`src/rtl/eth_pkg.sv`:
```
// Shared Ethernet constants and types for the RMII receive path (and the future transmit framer).
package eth_pkg;

  localparam logic [31:0] CRC_POLY    = 32'hEDB88320;
  localparam logic [31:0] CRC_INIT    = 32'hFFFFFFFF;
  localparam logic [31:0] CRC_RESIDUE = 32'hDEBB20E3;

  localparam logic [1:0] PRE_DIBIT = 2'b01;
  localparam logic [1:0] SFD_DIBIT = 2'b11;

  typedef enum logic [1:0] {
    IDLE,
    PREAMBLE,
    DATA,
    DROP
  } rx_state_t;

  typedef struct packed {
    logic [7:0] data;
    logic       sof;
    logic       eof;
    logic       err;
  } rx_beat_t;

endpackage

```
`src/rtl/rmii_rx_deframer_if.sv`:
```
// RMII receive pins plus the deframed byte stream handed to the MAC receive logic.
interface rmii_rx_deframer_if;

  logic       eth_crsdv;
  logic [1:0] eth_rxd;
  logic       eth_rxerr;

  logic [7:0] rx_data;
  logic       rx_valid;
  logic       rx_sof;
  logic       rx_eof;
  logic       rx_err;

  // master: the deframer (consumes PHY pins, produces the byte stream)
  modport master (
    input  eth_crsdv, eth_rxd, eth_rxerr,
    output rx_data, rx_valid, rx_sof, rx_eof, rx_err
  );

  // slave: PHY side driver and byte stream consumer
  modport slave (
    output eth_crsdv, eth_rxd, eth_rxerr,
    input  rx_data, rx_valid, rx_sof, rx_eof, rx_err
  );

endinterface

```
`src/rtl/eth_crc32.sv`:
```
// Byte-wise reflected CRC-32 next-state function, LSB of the byte processed first.
module eth_crc32
  import eth_pkg::*;
(
  input  logic [31:0] crc_in,
  input  logic [7:0]  byte_in,
  output logic [31:0] crc_out
);

  logic [31:0] crc_work;

  always_comb begin
    crc_work = crc_in;
    for (int i = 0; i < 8; i++) begin
      crc_work = (crc_work >> 1) ^ (((crc_work[0] ^ byte_in[i]) == 1'b1) ? CRC_POLY : 32'h0);
    end
    crc_out = crc_work;
  end

endmodule

```
`src/rtl/rmii_rx_deframer.sv`:
```
// RMII receive deframer: strips preamble/SFD, assembles bytes, checks FCS and length,
// and emits a byte stream with sof/eof/err. Each byte is held back one slot so eof can ride on it.
module rmii_rx_deframer
  import eth_pkg::*;
#(
  parameter int MIN_FRAME = 64,
  parameter int MAX_FRAME = 1522,
  parameter int PRE_MIN   = 4
) (
  input logic               clk_eth,
  input logic               rst_n,
  rmii_rx_deframer_if.master bus
);

  localparam int CNT_W = $clog2(MAX_FRAME + 2);

  logic             crsdv_reg, rxerr_reg;
  logic [1:0]       rxd_reg;

  rx_state_t        state_reg, state_next;

  logic [3:0]       pre_cnt_reg, pre_cnt_next;
  logic [1:0]       dib_cnt_reg, dib_cnt_next;
  logic [CNT_W-1:0] byte_cnt_reg, byte_cnt_next;
  logic [5:0]       shift_reg, shift_next;
  logic [31:0]      crc_reg, crc_next;
  logic             pend_valid_reg, pend_valid_next;
  logic [7:0]       pend_data_reg, pend_data_next;
  logic             pend_first_reg, pend_first_next;
  logic             rxerr_seen_reg, rxerr_seen_next;

  logic             valid_reg, valid_next;
  rx_beat_t         beat_reg, beat_next;

  logic [7:0]       byte_new;
  logic [31:0]      crc_new;
  logic             byte_done, oversize, sfd_ok;

  assign byte_new  = {rxd_reg, shift_reg};
  assign byte_done = (state_reg == DATA) && crsdv_reg && (dib_cnt_reg == 2'd3);
  assign oversize  = byte_done && (byte_cnt_reg == CNT_W'(MAX_FRAME));
  assign sfd_ok    = crsdv_reg && (rxd_reg == SFD_DIBIT) && (pre_cnt_reg >= 4'(PRE_MIN));

  eth_crc32 u_crc (
    .crc_in  (crc_reg),
    .byte_in (byte_new),
    .crc_out (crc_new)
  );

  // PHY pins are sampled once before anything looks at them
  always_ff @(posedge clk_eth or negedge rst_n) begin
    if (!rst_n) begin
      crsdv_reg <= 1'b0;
      rxd_reg   <= 2'b00;
      rxerr_reg <= 1'b0;
      valid_reg <= 1'b0;
      beat_reg  <= '0;
    end else begin
      crsdv_reg <= bus.eth_crsdv;
      rxd_reg   <= bus.eth_rxd;
      rxerr_reg <= bus.eth_rxerr;
      valid_reg <= valid_next;
      beat_reg  <= beat_next;
    end
  end

  always_ff @(posedge clk_eth or negedge rst_n) begin
    if (!rst_n) begin
      state_reg <= IDLE;
    end else begin
      state_reg <= state_next;
    end
  end

  always_ff @(posedge clk_eth or negedge rst_n) begin
    if (!rst_n) begin
      pre_cnt_reg    <= '0;
      dib_cnt_reg    <= '0;
      byte_cnt_reg   <= '0;
      shift_reg      <= '0;
      crc_reg        <= CRC_INIT;
      pend_valid_reg <= 1'b0;
      pend_data_reg  <= '0;
      pend_first_reg <= 1'b0;
      rxerr_seen_reg <= 1'b0;
    end else begin
      pre_cnt_reg    <= pre_cnt_next;
      dib_cnt_reg    <= dib_cnt_next;
      byte_cnt_reg   <= byte_cnt_next;
      shift_reg      <= shift_next;
      crc_reg        <= crc_next;
      pend_valid_reg <= pend_valid_next;
      pend_data_reg  <= pend_data_next;
      pend_first_reg <= pend_first_next;
      rxerr_seen_reg <= rxerr_seen_next;
    end
  end

  always_comb begin
    state_next = state_reg;
    unique case (state_reg)
      IDLE: begin
        if (crsdv_reg && (rxd_reg == PRE_DIBIT)) state_next = PREAMBLE;
      end
      PREAMBLE: begin
        if (!crsdv_reg)                  state_next = IDLE;
        else if (rxd_reg == PRE_DIBIT)   state_next = PREAMBLE;
        else if (sfd_ok)                 state_next = DATA;
        else                             state_next = DROP;
      end
      DATA: begin
        if (!crsdv_reg)    state_next = IDLE;
        else if (oversize) state_next = DROP;
      end
      DROP: begin
        if (!crsdv_reg) state_next = IDLE;
      end
      default: state_next = IDLE;
    endcase
  end

  always_comb begin
    pre_cnt_next    = pre_cnt_reg;
    dib_cnt_next    = dib_cnt_reg;
    byte_cnt_next   = byte_cnt_reg;
    shift_next      = shift_reg;
    crc_next        = crc_reg;
    pend_valid_next = pend_valid_reg;
    pend_data_next  = pend_data_reg;
    pend_first_next = pend_first_reg;
    rxerr_seen_next = rxerr_seen_reg | ((state_reg == DATA) && rxerr_reg);

    unique case (state_reg)
      IDLE: begin
        pre_cnt_next = 4'd1;
      end
      PREAMBLE: begin
        if (crsdv_reg && (rxd_reg == PRE_DIBIT) && (pre_cnt_reg != 4'd15)) begin
          pre_cnt_next = pre_cnt_reg + 4'd1;
        end
        if (sfd_ok) begin
          dib_cnt_next    = '0;
          byte_cnt_next   = '0;
          shift_next      = '0;
          crc_next        = CRC_INIT;
          pend_valid_next = 1'b0;
          pend_first_next = 1'b0;
          rxerr_seen_next = 1'b0;
        end
      end
      DATA: begin
        if (crsdv_reg) begin
          shift_next   = {rxd_reg, shift_reg[5:2]};
          dib_cnt_next = dib_cnt_reg + 2'd1;
          if (byte_done) begin
            crc_next        = crc_new;
            byte_cnt_next   = byte_cnt_reg + CNT_W'(1);
            pend_data_next  = byte_new;
            pend_valid_next = !oversize;
            pend_first_next = (byte_cnt_reg == '0);
          end
        end else begin
          pend_valid_next = 1'b0;
        end
      end
      DROP: begin
        pend_valid_next = 1'b0;
      end
      default: ;
    endcase
  end

  // Output beat is computed here and registered, so it appears the cycle after the deciding sample
  always_comb begin
    valid_next = 1'b0;
    beat_next  = '0;
    if ((state_reg == DATA) && pend_valid_reg) begin
      if (byte_done) begin
        valid_next     = 1'b1;
        beat_next.data = pend_data_reg;
        beat_next.sof  = pend_first_reg;
        beat_next.eof  = oversize;
        beat_next.err  = oversize;
      end else if (!crsdv_reg) begin
        valid_next     = 1'b1;
        beat_next.data = pend_data_reg;
        beat_next.sof  = pend_first_reg;
        beat_next.eof  = 1'b1;
        beat_next.err  = rxerr_seen_reg || rxerr_reg || (dib_cnt_reg != 2'd0)
                       || (byte_cnt_reg < CNT_W'(MIN_FRAME)) || (crc_reg != CRC_RESIDUE);
      end
    end
  end

  assign bus.rx_valid = valid_reg;
  assign bus.rx_data  = beat_reg.data;
  assign bus.rx_sof   = beat_reg.sof;
  assign bus.rx_eof   = beat_reg.eof;
  assign bus.rx_err   = beat_reg.err;

endmodule

```
`src/flat_wrapper.sv`:
```
// flat-port wrapper written by rule: the top's interface ports become plain ports
module rmii_rx_deframer_flat import eth_pkg::*;
#(
  parameter int MIN_FRAME = 64,
  parameter int MAX_FRAME = 1522,
  parameter int PRE_MIN   = 4
)
  (clk_eth, rst_n, bus_eth_crsdv, bus_eth_rxd, bus_eth_rxerr, bus_rx_data, bus_rx_valid, bus_rx_sof, bus_rx_eof, bus_rx_err);
  rmii_rx_deframer_if bus_i ();
  input logic clk_eth;
  input logic rst_n;
  input wire logic [$bits(bus_i.eth_crsdv)-1:0] bus_eth_crsdv;
  input wire logic [$bits(bus_i.eth_rxd)-1:0] bus_eth_rxd;
  input wire logic [$bits(bus_i.eth_rxerr)-1:0] bus_eth_rxerr;
  output wire logic [$bits(bus_i.rx_data)-1:0] bus_rx_data;
  output wire logic [$bits(bus_i.rx_valid)-1:0] bus_rx_valid;
  output wire logic [$bits(bus_i.rx_sof)-1:0] bus_rx_sof;
  output wire logic [$bits(bus_i.rx_eof)-1:0] bus_rx_eof;
  output wire logic [$bits(bus_i.rx_err)-1:0] bus_rx_err;
  assign bus_i.eth_crsdv = bus_eth_crsdv;
  assign bus_i.eth_rxd = bus_eth_rxd;
  assign bus_i.eth_rxerr = bus_eth_rxerr;
  assign bus_rx_data = bus_i.rx_data;
  assign bus_rx_valid = bus_i.rx_valid;
  assign bus_rx_sof = bus_i.rx_sof;
  assign bus_rx_eof = bus_i.rx_eof;
  assign bus_rx_err = bus_i.rx_err;
  rmii_rx_deframer #(.MIN_FRAME(MIN_FRAME), .MAX_FRAME(MAX_FRAME), .PRE_MIN(PRE_MIN)) u_core (.clk_eth(clk_eth), .rst_n(rst_n), .bus(bus_i));
endmodule
```
`config.mk`:
```
export PLATFORM = sky130hd
export DESIGN_NAME = rmii_rx_deframer_flat
export DESIGN_NICKNAME = d
export VERILOG_FILES = /design/src/rtl/eth_pkg.sv /design/src/rtl/rmii_rx_deframer_if.sv /design/src/rtl/eth_crc32.sv /design/src/rtl/rmii_rx_deframer.sv /design/src/flat_wrapper.sv
export SDC_FILE = /design/constraint.sdc
export NUM_CORES = 1
export LEC_CHECK = 0
export ABC_AREA = 1
export CAP_MARGIN = 20
export CORE_UTILIZATION = 30
export CTS_BUF_LIST = sky130_fd_sc_hd__clkbuf_8
export DETAILED_ROUTE_END_ITERATION = 12
export DONT_BUFFER_PORTS = 1
export GPL_TIMING_DRIVEN = 0
export SYNTH_ARGS = -nofsm -noshare
export SYNTH_HDL_FRONTEND = slang
export SYNTH_HIERARCHICAL = 1
export SYNTH_SLANG_ARGS = --single-unit
export TNS_END_PERCENT = 100
```
`constraint.sdc`:
```
create_clock -name clk_eth -period 2.1 [get_ports clk_eth]
set_input_delay 0.105 -clock clk_eth [delete_from_list [all_inputs] [get_ports clk_eth]]
set_output_delay 0.105 -clock clk_eth [all_outputs]
set_load 0.02 [all_outputs]
```
* Yosys cells after proc, flatten, opt, wreduce, memory -nomap -nowiden *
Index checks and enable logic that the tools add are counted.

word-level totals
  register bits = 84
  input port bits = 6
  output and inout bits = 12
  word-level logic and storage cells = 130

cells by class
  add/subtract/negate cells = 3
  $lt $le $gt $ge = 2
  equality and inequality tests = 17
  multiplexer cells = 47
  bitwise gates (word level) = 17
  reduce and logical (&&, ||, !) cells = 26

operators by type and width
  kind                                                                   count
  32-bit two-way mux                                                     11
  31-bit by 32-bit bitwise XOR with 32-bit output                        8
  11-bit two-way mux                                                     6
  32-bit one-hot mux with 2 select lines                                 1
  32-bit != test, second input constant                                  1
  11-bit one-hot mux with 2 select lines                                 1
  2-bit two-way mux                                                      8
  6-bit two-way mux                                                      2
  6-bit one-hot mux with 2 select lines                                  1
  3-bit AND reduction                                                    4
  11-bit by 1-bit adder with 11-bit output, second input constant        1
  11-bit == test, second input constant                                  1
  11-bit logical NOT                                                     1
  11-bit by 7-bit < comparator with 1-bit output, second input constant  1
  1-bit two-way mux                                                      11
  2-bit by 1-bit != test with 1-bit output, second input constant        5
  1-bit logical AND                                                      9
  2-bit == test, second input constant                                   4
  2-bit one-hot mux with 4 select lines                                  1
  4-bit one-hot mux with 2 select lines                                  1
  1-bit bitwise XOR                                                      8
  3-bit != test, second input constant                                   2
  2-bit nonzero test                                                     3
  4-bit by 1-bit adder with 4-bit output, second input constant          1
  other kinds (16)                                                       20

* Depth between registers and ports, before layout *
Gate-level depths: netlist of run 1.

  word-level depth = 27
  mapped depth = 13
  mapped depth without buffers = 13

* Modules after synthesis *
Netlist of run 1, hierarchy kept.

modules (own cells, without submodules)
  module            times used  cells an instance  area an instance (sq um)
  rmii_rx_deframer  1           444                3,814.9
  eth_crc32         1           213                1,273.7

* Least setup slack after synthesis of run 1 *
OpenSTA, ideal clock, no wires.

  kind = register -> register
  start point = register u_core.crc_reg[0]
  end point = register u_core.crc_reg[14]
  library setup time = 79 ps
  data arrival time = 1,464 ps
  required time = 2,021 ps
  slack = 557 ps
  cell stages (with the launch flop) = 12
  period minus slack after synthesis = 1,543 ps
  cells stage by stage = dfstp_2 -> inv_1 -> nand2_1 -> nand2_4 -> xnor2_2 -> inv_1 -> nand2_1 -> nand2_1 -> nand2_1 -> nand2_1 -> o21ai_0 -> nand2_1

on the way
  cells in the longest elaborated chain, start to end = 15

RTL lines
  element                                                            line                     text
  from (decl)                                                        rmii_rx_deframer.sv:26   logic [31:0] crc_reg, crc_next;
  from (signal assigned)                                             rmii_rx_deframer.sv:91   crc_reg <= crc_next;
  1-bit bitwise XOR (*)                                              eth_crc32.sv:15          crc_work = (crc_work >> 1) ^ (((crc_work[0] ^ byte_in[i]) == 1'b1) ? CRC_POLY : 32'h0);
  32-bit two-way mux (*)                                             eth_crc32.sv:15
  31-bit by 32-bit bitwise XOR with 32-bit output (*) (6 in series)  eth_crc32.sv:15
  1-bit bitwise XOR                                                  eth_crc32.sv:15
  32-bit two-way mux                                                 eth_crc32.sv:15
  31-bit by 32-bit bitwise XOR with 32-bit output (*) (2 in series)  eth_crc32.sv:15
  via u_core.crc_new[14]                                             rmii_rx_deframer.sv:36   logic [31:0] crc_new;
  32-bit two-way mux (*)                                             rmii_rx_deframer.sv:155  if (byte_done) begin
  32-bit two-way mux (*)                                             rmii_rx_deframer.sv:152  if (crsdv_reg) begin
  32-bit one-hot mux with 2 select lines (*)                         rmii_rx_deframer.sv:133  unique case (state_reg)

Mark *: on every way through the listed nets, which the timed path passes. The rest lies on a longest branch. The select of a mux whose other input is x is not followed.
A chain may end at the register's enable or synchronous reset.

* Final worst setup path of run 1 *
  start point = register u_core.crc_reg[1]
  end point = register u_core.crc_reg[24]

on the way
  cells in the longest elaborated chain, start to end = 15

RTL lines
  element                                                            line
  31-bit by 32-bit bitwise XOR with 32-bit output (*)                eth_crc32.sv:15
  1-bit bitwise XOR (*)                                              eth_crc32.sv:15
  32-bit two-way mux (*)                                             eth_crc32.sv:15
  31-bit by 32-bit bitwise XOR with 32-bit output (*) (6 in series)  eth_crc32.sv:15
  1-bit bitwise XOR                                                  eth_crc32.sv:15
  32-bit two-way mux                                                 eth_crc32.sv:15
  31-bit by 32-bit bitwise XOR with 32-bit output (*)                eth_crc32.sv:15
  via u_core.crc_new[24]                                             rmii_rx_deframer.sv:36
  32-bit two-way mux (*)                                             rmii_rx_deframer.sv:155
  32-bit two-way mux (*)                                             rmii_rx_deframer.sv:152
  32-bit one-hot mux with 2 select lines (*)                         rmii_rx_deframer.sv:133

Marks and branches as above.

==> metrics.md, run 1 <==
| Metric | Value |
|---|---|
| CP Capture Type | flop |
| Avg Inst Size Synth | ~7.7 um2 |
| F_max | 0.5352 GHz |
| IO Port Bufs | 0 |
| Status | finished, final reports clean |
| Vias/cell | about 4.5 |
| Crit Path Class | flop to flop |
| Unrepaired setup endpoints after global routing | no |
| CTS Sinks | 84 |
| PnR worst setup slack | 0.2316 ns |
| Lkg Pwr | roughly 0.0027 uW |
| CP startpoint kind | flop |
| Gr ovfl total | 0 |
| Clock transition at path regs | ~0.1 ns |
| GR Util All Layers | 0.1472 |
| Area grow syn2layout | 11.11% |
| Vias in the first global route | about 3800 |
| Xor and xnor area share after synthesis | 0.09221 |
| DRT iter0 DRCs | between 200 and 250 |
| Post-synthesis instance area | between 5000 and 6000 um2 |
| Worst slew pin tran | between 0.5 and 0.6 ns |
| DRT Pass-1 Iters | 5 |
| # IOs | 18 |
| Compound-Gate Fraction of Synth Area | 0.08335 |
| Die X | between 100 and 150 um |
| Skew final | around 0.013 ns |
| Top post-synthesis cells by count | nand2_1, inv_1, o21ai_0 |
| Die area | 17490 um2 |
| Arr. time, crit path | 2.16 ns |
| CP Max Fanout | 6 |
| Final ANT Viol Nets | 0 |
| Number of H-tree levels | 3 |
| Number of synthesized register bits | 84 |
| Final hold vios | 0 |
| Setup_tns | 0 ns |
| Die height | around 130 um |
| Final Cycle Share | 0.8897 |
| Synth Area in Adders | 0.01475 |
| DP Worst Slack | 0.2394 ns |
| Routed Wire Length | 12130 um |
| Max reg flops | 32 |
| Worst skew pair latency | approximately 0.38 ns |
| Top post-synthesis cells by area | dfrtp_1, dfstp_2, nand2_1, inv_1, o21ai_0 |
| Share of layout cells above drive strength 1 | 0.1591 |
| Final HPWL from detailed placement | about 8700 um |
| VDD IR max | between 0.4 and 0.5 mV |
| Post-synth top area cell | dfrtp_1 |
| R2r startpoint | u_core/crc_reg[1] |
| Largest net degree at the start of global routing | 85 |
| First-pass GRT wire length | between 20000 and 25000 um |
| Post-synth cell types | 38 |
| Core area | 16580 um2 |
| Final setup vio count | 0 |
| Main combinational cell family by area after synthesis | simple AND/OR/NAND/NOR gates |
| Ant. Diodes | 0 |
| Clock Tree Root | clkbuf_8 |
| Max_slew headroom | 0.6263 |
| Top-count cell post-synth | nand2_1 |
| Share of the synthesized area in the top cell type | 0.2557 |
| Post-synth EDFFs | 0 |
| PD cells | approximately 1000 nW/um2 |
| Hold Path Class | input pin to async pin |
| WP data required | roughly 2.4 ns |
| Via count | 4050 |
| Fraction of registers with async set/reset | 1.000 |
| Clock tree buffer depth | 2 |
| Max Cap Violations | 0 |
| Slew Limit Fails | 0 |
| Crit. Startpoint | u_core/crc_reg[1] |
| Sequential fraction of the synthesis area | 0.4209 |
| CTS tree | done |
| Syn Nets | approximately 670 |
| Postcts setup bufs | 0 |
| Initial core utilization | 0.3069 |
| Synth warnings | 6 |
| Residual DRC | 0 |
| GP Congestion | ~0.81 |
| DR WL/cell | about 13 um |
| Gate Count Post-Synth | between 600 and 700 |
| Filler cells | approximately 1800 |
| Total CTS buffers | 9 |
| Fin crit period | 1.868 ns |
| FP Rows | 47 |
| Post-synthesis simple-gate area fraction | 0.3034 |
| Multiplexer area fraction after synthesis | 0 |
| Nets | between 600 and 700 |
| Initial antenna violation count | 0 |
| Top FF cell, synth | dfrtp_1 |
==> per-stage QoR <==
stage               cells  hold slack [ns]  instance area, um2    util  power (uW)
finish                899           0.2886                5654  0.3410        5679
global route          899           0.2830                5654  0.3410        6109
CTS                   899           0.2728                5654  0.3410        5727
detailed placement    877          -0.1861                5364  0.3235        4375
global placement      877          -0.1856                5364  0.3235        4367
floorplan             657          -0.1906                5089       -        3898
==> layout by cell type (no fill, tap or decap), types with 2 or more instances in the layout <==
master,instances
nand3b_1,2
xnor2_1,10
nand3_2,4
buf_4,3
inv_2,3
xor2_2,2
o21ai_0,62
a21oi_1,8
nand4_1,12
nor2_2,2
inv_4,3
xor2_1,33
inv_6,2
nor2_1,39
dfrtp_1,52
clkbuf_8,9
inv_8,3
nand2_4,14
nand2_2,15
dlygate4sd3_1,5
nand3_1,42
clkbuf_1,5
dfstp_2,32
o21bai_1,2
xnor2_2,2
nand2_1,198
o22a_1,3
ha_1,6
nor3_1,2
inv_1,85
buf_2,5
==> where the power goes <==
| part | internal, uW | switching (uW) | total [uW] |
|---|---|---|---|
| Combinational | 842 | 1480 | 2320 |
| Clock | 583 | 696 | 1280 |
| Sequential | 1870 | 201 | 2080 |
| Total | 3300 | 2380 | 5680 |
==> cells by family (layout without fill, tap and decap cells) <==
family | count (synthesis) | after routing
AO/OA/AOI/OAI | 79 | 79
XOR/XNOR | 48 | 48
adder cells (fa/ha/maj) | 6 | 6
buffers and inverters | 107 | 129
flip-flops | 84 | 84
AND/OR/NAND/NOR | 333 | 333
==> critical path, stage by stage, from the launching register on <==
cell	delay [ns]
dfstp_2	0.58
nand2_1	0.06
nand2_1	0.19
nand2_2	0.13
nand2_8	0.12
xor2_4	0.24
inv_1	0.06
nand2_1	0.06
nand2_1	0.04
o21ai_0	0.17
o21ai_0	0.12
==> metal layers <==
layer | wire, um | share of wire | global-route usage
met3 | 343 | 0.028 | 0.02922
met4 | 103 | 0.0085 | 0.03576
met2 | 5681 | 0.47 | 0.2381
met5 | 0 | 0 | 0
met1 | 6001 | 0.49 | 0.2016
==> cell type report <==
class | count | area (um2) | area share
clock inverters | 7 | 88.84 | 0.01571
well taps | 220 | 275.3 | 0.04868
multi-input cells | 466 | 2512 | 0.4443
repair buffers | 6 | 77.57 | 0.01372
plain buffers | 15 | 81.33 | 0.01438
flip-flops and latches | 84 | 2142 | 0.3788
clock buffers | 9 | 123.9 | 0.02191
inverters | 92 | 352.8 | 0.06240
==> what timing repair did <==
action                    CTS  global route
gates resized for setup     0             0
hold buffers                6             0
hold endpoints to repair   88             0
==> worst paths after layout <==
check | endpoint | slack (ns) | depth (start not counted)
max | u_core/crc_reg[24] | 0.23 | 10
min | u_core/pend_first_reg | 0.29 | 2
max reg2reg | u_core/crc_reg[24] | 0.23 | 10
min reg2reg | u_core/crc_reg[10] | 0.48 | 2
max in group asynchronous | u_core/crc_reg[6] | 1.40 | 2
min in group clk_eth | u_core/rxerr_reg | 0.29 | 1
(Power assumes the default switching activity.)
==> run 2, diff against run 1 <==
PLACE_DENSITY_LB_ADDON = 0.08   (was default)
==> metrics.md, run 2 (same netlist as run 1, synthesis figures left out) <==
| Metric | Value |
|---|---|
| Number of H-tree levels | 3 |
| Final ANT Viol Nets | 0 |
| Max reg flops | 32 |
| Max_slew headroom | 0.5356 |
| Worst skew pair latency | between 0.3 and 0.4 ns |
| Worst slew pin tran | between 0.6 and 0.7 ns |
| Final Cycle Share | 0.9003 |
| Most frequent cells in the layout | nand2_1, inv_1, o21ai_0, dfrtp_1, nand3_1 |
| First-pass GRT wire length | roughly 23000 um |
| FP Rows | 47 |
| Hold Startpoint | bus_eth_rxd[0] |
| GP Congestion | 0.8408 |
| Post-Layout Cell Count | 899 |
| DP Worst Slack | 0.2063 ns |
| Ant. Diodes | 0 |
| Die area | about 17000 um2 |
| Die X | around 130 um |
| CTS tree | done |
| Hold path depth | 1 |
| CTS Sinks | 84 |
| Arr. time, crit path | about 2.2 ns |
| Largest net degree at the start of global routing | between 80 and 90 |
| PD cells | 1006 nW/um2 |
| Final HPWL from detailed placement | roughly 10000 um |
| Initial core utilization | 0.3069 |
| R2r startpoint | u_core/state_reg[0] |
| Multi-input gate area | about 2500 um2 |
| Hold Path Class | input pin to flop |
| Storage element area | between 2000 and 2500 um2 |
| Clock Tree Root | clkbuf_8 |
| IO Port Bufs | 0 |
| Initial antenna violation count | 0 |
| Final hold vios | 0 |
| FF-to-FF path depth | 7 |
| Lkg Pwr | 0.002688 uW |
| Total CTS buffers | 9 |
| Register-to-register setup slack | 0.21 ns |
| Gr ovfl total | 0 |
| Via count | a little over 4000 |
| Tot Pwr | about 5700 uW |
| CP Max Fanout | 10 |
| Final setup vio count | 0 |
| GR Util All Layers | 0.1695 |
| Commonest non-fill, non-tap cell in the layout | nand2_1 |
| DRT Pass-1 Iters | 4 |
| DR WL/cell | around 15 um |
| Skew final | ~0.0095 ns |
| Unrepaired setup endpoints after global routing | no |
| Vias in the first global route | 4023 |
| CP Capture Type | flop |
| Clock tree buffer depth | 2 |
| Placed Cells | ~880 |
| Post-CTS Resized | 0 |
| # IOs | 18 |
| DRT iter0 DRCs | roughly 170 |
| F_max | 0.5289 GHz |
| Vias/cell | approximately 4.6 |
| Status | finished, final reports clean |
| Hold Path Sink | u_core/rxd_reg[0] |
| Routed Wire Length | roughly 14000 um |
| Filler cells | roughly 1800 |
| Slew Limit Fails | 0 |
| CP startpoint kind | flop |
| Clock transition at path regs | 0.09 ns |
| Max Cap Violations | 0 |
| PnR worst setup slack | ~0.21 ns |
| VDD IR max | 0.3538 mV |
| Core area | between 15000 and 20000 um2 |
| Nets | roughly 690 |
| Die height | approximately 130 um |
| Fin crit period | 1.891 ns |
| Crit Path Class | flop to flop |
| Setup_tns | 0 ns |
| Worst Hold Slack | 0.2776 ns |
| Share of layout cells above drive strength 1 | 0.1576 |
| Residual DRC | 0 |
| Worst reg2reg endpoint | u_core/crc_reg[2] |
| WP data required | ~2.4 ns |
| Area grow syn2layout | 10.87% |
| Postcts setup bufs | 0 |
run 2: per-layer routing:
layer / wire length (um) / part of all wire / global-route usage / up-vias
met2: 6507 / 0.48 / 0.2757 / 35
met3: 293 / 0.021 / 0.02999 / 6
met1: 6724 / 0.49 / 0.2297 / 1971
li1: - / - / - / 2079
met5: 0 / 0 / 0 / -
met4: 112 / 0.0082 / 0.05045 / 0
run 2: worst max path at each step:
| stage | start | to | slack [ns] | cells after the start |
|---|---|---|---|---|
| after global placement | u_core/state_reg[0] | u_core/crc_reg[2] | 0.25 | 7 |
| after detailed placement | u_core/state_reg[0] | u_core/pend_data_reg[4] | 0.21 | 7 |
| after floorplan | u_core/crc_reg[0] | u_core/crc_reg[14] | 0.56 | 11 |
| final | u_core/state_reg[0] | u_core/crc_reg[2] | 0.21 | 7 |
| after global routing | u_core/state_reg[0] | u_core/pend_data_reg[1] | 0.07 | 7 |
| after CTS | u_core/state_reg[0] | u_core/crc_reg[2] | 0.16 | 7 |
run 2: metrics by stage:
step	cell area [um2]	util
3_5_place_dp	5364	0.3235
3_3_place_gp	5364	0.3235
5_1_grt	5642	0.3402
2_1_floorplan	5089	-
4_1_cts	5642	0.3402
6_report	5642	0.3402
run 2: layout make-up:
cell class                      count  share of cell area
Clock inverter                      7             0.01353
Inverter                           92             0.06254
Tap cell                          220             0.04879
Clock buffer                        9             0.02196
Buffer                             15             0.01442
Multi-Input combinational cell    466              0.4453
Sequential cell                    84              0.3797
Timing Repair Buffer                6             0.01375
run 2: worst max-delay path, stage by stage (launching register included):
cell and delay, ns:
dfrtp_1 0.44, inv_1 0.12, nand2_2 0.19, nor2_4 0.06, nand2_2 0.18, buf_1 0.57
nor2_1 0.08, a21oi_1 0.16
run 2: what timing repair did:
action	CTS	global route
hold buffers	6	0
setup endpoints to repair	0	0
endpoints found under the hold margin	88	0
run 2: power breakdown:
part           internal (uW)  switching [uW]  leakage [uW]
clock                    556             655      0.000101
combinational            844            1540       0.00155
sequential              1870             202       0.00103
==> run 3, diff against run 2 <==
BUFFER_PORTS_ARGS = -buffer_cell sky130_fd_sc_hd__buf_2   (was default)
DONT_BUFFER_PORTS = default   (was 1)
GPL_ROUTABILITY_DRIVEN = 0   (was default)
PLACE_DENSITY_LB_ADDON = 0.05   (was 0.08)
==> metrics.md, run 3 (same netlist as run 1, synthesis figures left out) <==
| Metric | Value |
|---|---|
| Status | finished, final reports clean |
| Arr. time, crit path | roughly 2.2 ns |
| Area grow syn2layout | 12.69% |
| Initial core utilization | 0.3069 |
| Clock Tree Root | clkbuf_8 |
| Slew Limit Fails | 0 |
| Worst skew pair latency | 0.38 ns |
| Switching pwr | between 2000 and 2500 uW |
| Initial antenna violation count | 0 |
| Crit Path Class | flop to flop |
| Die X | 132.2 um |
| WP data required | 2.40 ns |
| First-pass GRT wire length | approximately 23000 um |
| Share of layout cells above drive strength 1 | 0.1810 |
| F_max | roughly 0.53 GHz |
| Clock tree buffer depth | 2 |
| Die area | around 17000 um2 |
| Routed Wire Length | 13800 um |
| Setup_tns | 0 ns |
| Ant. Diodes | 0 |
| Final HPWL from detailed placement | 10310 um |
| CTS tree | done |
| VDD IR max | between 0.4 and 0.5 mV |
| Tot Pwr | 5664 uW |
| Via count | 4122 |
| Core area | between 15000 and 20000 um2 |
| Unrepaired setup endpoints after global routing | no |
| Total CTS buffers | 9 |
| Vias/cell | between 4 and 5 |
| Max reg flops | 32 |
| CP Max Fanout | 7 |
| DRT Pass-1 Iters | 4 |
| Combinational Power Share | 0.422 |
| CP startpoint kind | flop |
| Final setup vio count | 0 |
| Largest net degree at the start of global routing | between 40 and 50 |
| Finished Core Util | 0.3458 |
| Most frequent cells in the layout | nand2_1, inv_1, o21ai_0, dfrtp_1, nand3_1 |
| IO Port Bufs | 17 |
| Worst slew pin tran | roughly 0.6 ns |
| Gr ovfl total | 0 |
| FP Rows | 47 |
| Lkg Pwr | 0.002783 uW |
| CP Capture Type | flop |
| DR WL/cell | 15.06 um |
| # IOs | 18 |
| Die height | roughly 130 um |
| Clock power frac | 0.213 |
| Net Sw Frac | 0.4350 |
| Sequential fraction of design power | 0.365 |
| Internal cell power | approximately 3200 uW |
| Max_slew headroom | 0.5902 |
| Final ANT Viol Nets | 0 |
| Post-Layout Cell Count | 916 |
| Post-DP Area | ~5500 um2 |
| Residual DRC | 0 |
| Nets | 703 |
| Number of H-tree levels | 3 |
| Fin crit period | 1.872 ns |
| CTS Sinks | between 80 and 90 |
| Vias in the first global route | roughly 4100 |
| Final hold vios | 0 |
| Filler cells | roughly 1800 |
| DRT iter0 DRCs | between 150 and 200 |
| GR Util All Layers | 0.1688 |
| Skew final | 0.008191 ns |
| Max Cap Violations | 0 |
| Clock transition at path regs | about 0.10 ns |
| Hold Path Class | input pin to async pin |
| Final Cycle Share | 0.8915 |
| Commonest non-fill, non-tap cell in the layout | nand2_1 |
| Placed Cells | slightly below 900 |
| Post-route cell area | about 5700 um2 |
| PD cells | between 900 and 1000 nW/um2 |
| Register-to-register setup slack | around 0.23 ns |
==> run 3: cell count changes in the layout (fill, tap and decap cells not counted), sizes merged <==
cell      change
buf          +17
inv           +3
clkinvlp      -1
bufinv        -1
clkinv        -1
==> run 3: final cells by class <==
cell class | instances | area, um2 | area share
repair buffers | 23 | 165.2 | 0.02880
well taps | 220 | 275.3 | 0.04800
flip-flops and latches | 84 | 2142 | 0.3736
clock buffers | 9 | 123.9 | 0.02160
clock inverters | 7 | 73.82 | 0.01287
plain buffers | 15 | 81.33 | 0.01418
multi-input cells | 466 | 2520 | 0.4395
inverters | 92 | 352.8 | 0.06153
==> run 3: final timing paths <==
check,start,end,depth (start not counted)
worst max-delay path,u_core/crc_reg[0],u_core/crc_reg[18],11
worst min-delay path,rst_n,u_core/pre_cnt_reg[2],2
worst max register to register,u_core/crc_reg[0],u_core/crc_reg[18],11
worst min register to register,u_core/pend_valid_reg,u_core/pend_valid_reg,2
max in group asynchronous,rst_n,u_core/crc_reg[21],3
min in group clk_eth,bus_eth_rxerr,u_core/rxerr_reg,2
==> run 3: through the flow <==
step,hold slack [ns],setup WS [ns]
after floorplan,-0.1906,0.5570
after global placement,0.2158,0.05133
after detailed placement,0.1330,0.1803
after CTS,0.2399,0.1194
after global routing,0.2610,0.02439
final,0.2286,0.2279
==> run 3: critical path: stages (launching register included) <==
cell and delay [ns]:
dfstp_2 0.58, inv_1 0.06, nand2_1 0.10, nand2_4 0.14, nand2_1 0.14, nand3_2 0.10, nand2_4 0.15, nand2_1 0.07
nand2_1 0.07, inv_1 0.03, o21ai_0 0.21, o21ai_0 0.14
==> run 3: timing repair <==
item                       in CTS  in global routing
setup buffers                   0                  0
hold endpoints to repair       36                  0
setup endpoints to repair       0                  3
resized for setup               0                  1
hold buffers                    5                  0
==> run 3: per-layer routing <==
metal	wire (um)	share of wire	global-route usage	vias to the layer above
met1	6594	0.48	0.2242	1952
met4	132	0.0096	0.04470	0
met2	6739	0.49	0.2819	39
met3	333	0.024	0.03076	12
met5	0	0	0	-
li1	-	-	-	2119
==> run 3: power groups by stage <==
stage / sequential, uW / clock, uW / combinational [uW]
2_1_floorplan: 2040 / 0 / 1860
3_3_place_gp: 2090 / 0 / 2390
3_5_place_dp: 2100 / 0 / 2400
4_1_cts: 2070 / 1270 / 2420
5_1_grt: 2100 / 1330 / 2720
6_report: 2070 / 1210 / 2390
